$ cat src/rtl/bit_scan_encoder.sv
// bit_scan_encoder: takes an N-bit multi-hot word and streams out the index of every set bit, highest first.
// Latency: first beat is valid the cycle after accept; 1 index/cycle; word period popcount+1 (zero word: 2).
// Backpressure: outputs hold while oValid && !iReady; no word is accepted outside IDLE.
// Optional feature: `define ENC_POPCOUNT_EN adds oCount, the set-bit count of the accepted word.
module bit_scan_encoder #(
    parameter int N = 8,
    parameter int W = 3
) (
    input  logic         iClk,
    input  logic         iRst,
    input  logic         iValid,
    output logic         oReady,
    input  logic [N-1:0] iData,
    output logic         oValid,
    input  logic         iReady,
    output logic [W-1:0] oData,
    output logic         oLast,
    output logic         oNone
`ifdef ENC_POPCOUNT_EN
    ,
    output logic [W:0]   oCount
`endif
);

    typedef enum logic {
        IDLE = 1'b0,
        EMIT = 1'b1
    } state_t;

    state_t       r_state;
    logic [N-1:0] r_p;       // bits still waiting to be emitted
    logic         r_z;       // accepted word was all-zero

    logic [W-1:0] w_msb;
    logic         w_one_or_less;
    logic [N-1:0] w_clr_mask;

    // Priority scan: index of the highest pending bit (0 when nothing is pending).
    always_comb begin
        w_msb = '0;
        for (int i = 0; i < N; i++) begin
            if (r_p[i]) begin
                w_msb = W'(i);
            end
        end
    end

    // Clearing the lowest set bit leaves zero exactly when at most one bit is set.
    assign w_one_or_less = ((r_p & (r_p - N'(1))) == '0);
    assign w_clr_mask    = N'(1) << w_msb;

    // Outputs are decoded purely from state, pending bits and the zero flag.
    assign oReady = (r_state == IDLE);
    assign oValid = (r_state == EMIT);
    assign oData  = r_z ? '0 : w_msb;
    assign oLast  = (r_state == EMIT) && w_one_or_less;
    assign oNone  = (r_state == EMIT) && r_z;

    // Accept a word in IDLE, then retire one pending bit per accepted beat.
    always_ff @(posedge iClk or posedge iRst) begin
        if (iRst) begin
            r_state <= IDLE;
            r_p     <= '0;
            r_z     <= 1'b0;
        end else begin
            case (r_state)
                IDLE: begin
                    if (iValid) begin
                        r_p     <= iData;
                        r_z     <= (iData == '0);
                        r_state <= EMIT;
                    end
                end
                EMIT: begin
                    if (iReady) begin
                        r_p <= r_p & ~w_clr_mask;
                        if (w_one_or_less) begin
                            r_z     <= 1'b0;
                            r_state <= IDLE;
                        end
                    end
                end
                default: begin
                    r_state <= IDLE;
                end
            endcase
        end
    end

`ifdef ENC_POPCOUNT_EN
    function automatic logic [W:0] f_popcount(input logic [N-1:0] d);
        logic [W:0] c;
        c = '0;
        for (int i = 0; i < N; i++) begin
            c = c + (W+1)'(d[i]);
        end
        return c;
    endfunction

    // Set-bit count captured at accept and held until the next accepted word.
    always_ff @(posedge iClk or posedge iRst) begin
        if (iRst) begin
            oCount <= '0;
        end else if ((r_state == IDLE) && iValid) begin
            oCount <= f_popcount(iData);
        end
    end
`endif

endmodule
$ cat config.mk
export PLATFORM = sky130hd
export DESIGN_NAME = bit_scan_encoder
export DESIGN_NICKNAME = d
export VERILOG_FILES = /design/src/rtl/bit_scan_encoder.sv
export SDC_FILE = /design/constraint.sdc
export NUM_CORES = 1
export LEC_CHECK = 0
export ABC_AREA = 1
export CORE_UTILIZATION = 50
export DETAILED_ROUTE_END_ITERATION = 10
export PLACE_DENSITY = 0.9
export REMOVE_ABC_BUFFERS = 1
export SLEW_MARGIN = 20
export SYNTH_ARGS = -nofsm -noshare
export SYNTH_HDL_FRONTEND = slang
export SYNTH_SLANG_ARGS = --single-unit
export TNS_END_PERCENT = 1
$ cat constraint.sdc
create_clock -name iClk -period 3.4 [get_ports iClk]
set_clock_uncertainty 0.05 [all_clocks]
set_input_delay 0.68 -clock iClk [delete_from_list [all_inputs] [get_ports iClk]]
set_output_delay 0.68 -clock iClk [all_outputs]
set_load 0.01 [all_outputs]
Word-level counts from Yosys, hierarchy flattened:

Index checks and enable logic that the tools add are counted.

* multiplexer cells: 19
* bitwise operators: 4
* $add $sub $neg: 1
* reduce and logical (&&, ||, !) cells: 6
* equal/unequal tests: 3
* shift-type cells: 1

Operator list (number)
* AND 8 bit: 2
* logical NOT 8 bit: 2
* two-way mux 8 bit: 2
* one-hot mux 8 bit (2 select lines): 1
* two-way mux 3 bit: 5
* NOT 8 bit: 1
* << shifter 1 x 3 -> 8 bit (first input constant): 1
* subtractor 8 x 1 -> 8 bit (second input constant): 1
* two-way mux 1 bit: 7
* two-way mux 2 bit: 2
* inequality test 2 bit (second input constant): 2
* one-hot mux 1 bit (2 select lines): 2
* AND reduction 3 bit: 1
* logical AND 1 bit: 2
* inequality test 2 x 1 -> 1 bit (second input constant): 1
* AND reduction 2 bit: 1
* NOT 1 bit: 1

* register bits: 10
* bits of input ports: 12
* output and inout port bits: 7
* logic and storage cells: 37

Logic depth before layout (Yosys ltp):

* depth after elaboration: 12
* mapped depth: 8

Worst setup path after synthesis:

OpenSTA, ideal clock, no wires.

* kind: reg-to-output
* start: register r_state (netlist: oValid)
* end: output oLast
* cell stages (with the launch flop): 7
* data required time: 2.670 ns
* slack: 1.596 ns
* data arrival time: 1.074 ns
* path buffers: 1
* path through: dfrtp_1 > buf_6 > inv_6 > a21oi_2 > nand2_1 > nor2_2 > and3_1

* longest elaborated chain between the ends: 1

Ends and longest elaborated chain
* start, declared: RTL line 30 `state_t r_state;`
* start signal, assigned: RTL line 62 `r_state <= IDLE;`
* start signal, assigned: RTL line 71 `r_state <= EMIT;`
* start signal, assigned: RTL line 79 `r_state <= IDLE;`
* logical AND 1 bit: RTL line 56 `assign oLast = (r_state == EMIT) && w_one_or_less;`
* end, declared: RTL line 17 `output logic oLast,`

Every way passes these cells.

Final worst setup path:

Ends and elaborated chain as after synthesis.

==> results.md <==
- Outcome: completed
- Die ar.: around 1600 um2
- Max frequency: about 360 MHz
- Worst setup EP type: output port
- Clock transition at path regs: roughly 0.080 ns
- Cell area after layout: about 950 um2
- Clk pwr share: between 10 and 15%
- Non-filler instance count after layout: between 100 and 150
- RR Startpoint: oValid$_DFF_PP0_
- Post-CTS Resized: 0
- Skew-Pair Late Insertion Delay: approximately 0.28 ns
- Initial Utilization: between 50 and 60%
- GPL Wtd Cong: 0.978
- Num CTS Buffers: 3
- Total net switching power: about 0.37 mW
- Synth Instances: around 110
- Worst-case clock buffer depth: 2
- Fillers: 111
- Fin. Hold Viols: 0
- Hold_sp: r_p[7]$_DFFE_PP0P_
- Post-synth cell types: 21
- Sequential element share of the synthesized area: approximately a third
- Max cap viols: 0
- Relative slew slack: between 60% and 70%
- Post-route ant nets: 0
- CTS Hold Bufs: 0
- Post-synthesis xor/xnor area fraction: 0%
- Largest net degree at the start of global routing: 11
- Number of global-route vias before repair: roughly 700
- Initial antenna violation count: 0
- Critical Path Fanout Max: 9
- Hpwl dp: 1560 um
- EDFF count, synth: 0
- Gr usage total: 30.0%
- Startpoint Class: register
- Avg WL per Cell: between 10 and 15 um
- R2R depth: 7
- Yosys top cell by area: dfrtp_1
- Htree depth: 1
- Die height: about 40 um
- Inserted Diodes: 0
- Layout Nets: roughly 150
- Flops & latches, synth: 10
- Min-Delay Path Depth: 2
- Main combinational cell family by area after synthesis: simple AND/OR/NAND/NOR gates
- Drt pass-1 iters: 4
- Setup TNS: 0 ns
- Cell Pwr Density: between 800 and 900 nW/um2
- Final Critical Period: around 2.7 ns
- Clock sink total: 10
- Post-Syn Area: 726 um2
- Simple-gate share of the synthesized area: roughly two fifths
- Pwr Total: between 0.7 and 0.8 mW
- R2R Path End: r_z$_DFFE_PP0P_
- Ranking of synthesized cells by area: dfrtp_1, nand2_1, inv_1
- Ratio of cells with drive above 1 in the final layout: a little under an eighth
- Pre-CTS WS: ~0.95 ns
- Worst path slowest cell: dfrtp_1
- Inst Count DP: around 140
- Warnings from Yosys: 0
- Most numerous cell in the Yosys netlist: nand2_1
- CTS root buf: clkbuf_4
- Max Slew Vio Count: 0
- Cell row count: 13
- Final Cycle Share: between 80% and 90%
- 1st-iter DRT viols: between 50 and 60
- Final core utilization: between 70% and 80%
- Via count: 837
- Largest stage delay on the critical path: roughly 0.66 ns
- Remaining DRCs: 0
- Synth top cells by count: nand2_1, inv_1, nor2_1, dfrtp_1, o21ai_1
- Worst Path Class, Setup: register to output port
- Synth async-reset ratio: 100%
- First-pass GRT wire length: about 3000 um
- Die Wd: between 40 and 50 um
- Peak supply drop: between 400 and 500 uV
- # IOs: 19
- Hold crit path type: register to register
- Top-area cell type share of the netlist area: between 30% and 40%
- Detailed Route WL: between 2000 and 2500 um
- Worst-Margin Slew: about 0.5 ns
- Leakage: between 0.5 and 0.6 nW
- Routed vias/inst: roughly 5.7
- Fraction of power consumed by sequential logic: 27.5%
- WHS: roughly 0.59 ns
- Grt total ovfl: 0
- Total core area: 1320 um2
- Ys flop type: dfrtp_1
- Gate power share: between 50% and 60%
- Internal Pwr Total: around 0.42 mW
- Buffers on Ports: 18
- Setup violators final: 0
- Area growth from synthesis to layout: 30.9%
- Setup ws final: between 0.6 and 0.7 ns
- Worst path cell trace: inv_6 > a21oi_2 > nand2_1 > nor2_2 > and3_1 > clkdlybuf4s50_1
- Adder-cell share of the synthesized area: 0%
- Worst EP required: roughly 2.7 ns
- RSZ-0062 raised after global routing: no
- Post-synthesis mux area share: 0%
- TritonCTS clock tree: built
- Hold worst-path end: r_p[7]$_DFFE_PP0P_
- Syn avg cell area: between 6 and 7 um2
- Worst EP arrival: 2.01 ns
- Reg2Reg Setup Slack: 1.91 ns
- Post-synthesis compound-gate area fraction: a little under an eighth
- Setup repair bufs after CTS: 0
- Placed cell area: ~900 um2
- Sw Ratio: a little under half
## final cells by class
type                       count  area [um2]  share of cell area, %
clock buffer                   4        36.3                   3.82
multi-input combinational     82         388                   40.8
inverter                      19        76.3                   8.04
sequential                    10         250                   26.4
tap                           15        18.8                   1.98
timing repair buffer          18         180                   19.0
## how the worst max path moves through the flow
stage                                 from     to  slack, ns  cells after the start
after floorplan           oValid$_DFF_PP0_  oLast       1.46                      5
after global placement    oValid$_DFF_PP0_  oLast       1.02                      6
after detailed placement  oValid$_DFF_PP0_  oLast       0.95                      6
after CTS                 oValid$_DFF_PP0_  oLast       0.65                      6
after global routing      oValid$_DFF_PP0_  oLast       0.54                      6
final                     oValid$_DFF_PP0_  oLast       0.66                      6
## placed cells by master (no fill, tap or decap), drive strengths merged
master         synthesis  final
nand2                 38     38
nand4                  4      4
inv                   19     19
and3                   1      1
nor4                   1      1
nand3                  3      3
nor2                  18     18
o22ai                  1      1
clkdlybuf4s50          0     18
nor3                   1      1
o21ai                  9      9
a21oi                  6      6
dfrtp                 10     10
clkbuf                 0      4
## power by group through the flow
stage | Combinational (mW) | Clock (mW) | Sequential (mW)
after floorplan | 0.289 | 0 | 0.206
after global placement | 0.439 | 0 | 0.214
after detailed placement | 0.452 | 0 | 0.217
after CTS | 0.460 | 0.111 | 0.216
after global routing | 0.509 | 0.120 | 0.222
final | 0.465 | 0.113 | 0.220
## critical path: cells and delay by family (launching register included)
family	cells	cell delay (ns)
AND/OR/NAND/NOR	3	0.36
AO/OA/AOI/OAI	1	0.11
buffers and inverters	2	0.60
flip-flops	1	0.66
## flip-flops by register name, indices dropped and copies added (netlist names)
signal  flops
r_p         8
oValid      1
r_z         1
## layer usage
layer / share of wire (%) / track usage [%] / vias up
li1: - / - / 393
met1: 43 / 37.5 / 385
met2: 47 / 45.6 / 48
met3: 8.1 / 10.0 / 11
met4: 2.0 / 15.5 / 0
met5: 0 / 0 / -
## logic make-up (layout without fill, tap and decap cells)
logic type | count (synthesis) | count (layout)
and+or+nand+nor | 66 | 66
buffers and inverters | 20 | 41
AOI/OAI and AO/OA | 16 | 16
DFF | 10 | 10
Power figures use the tool's default switching activity.
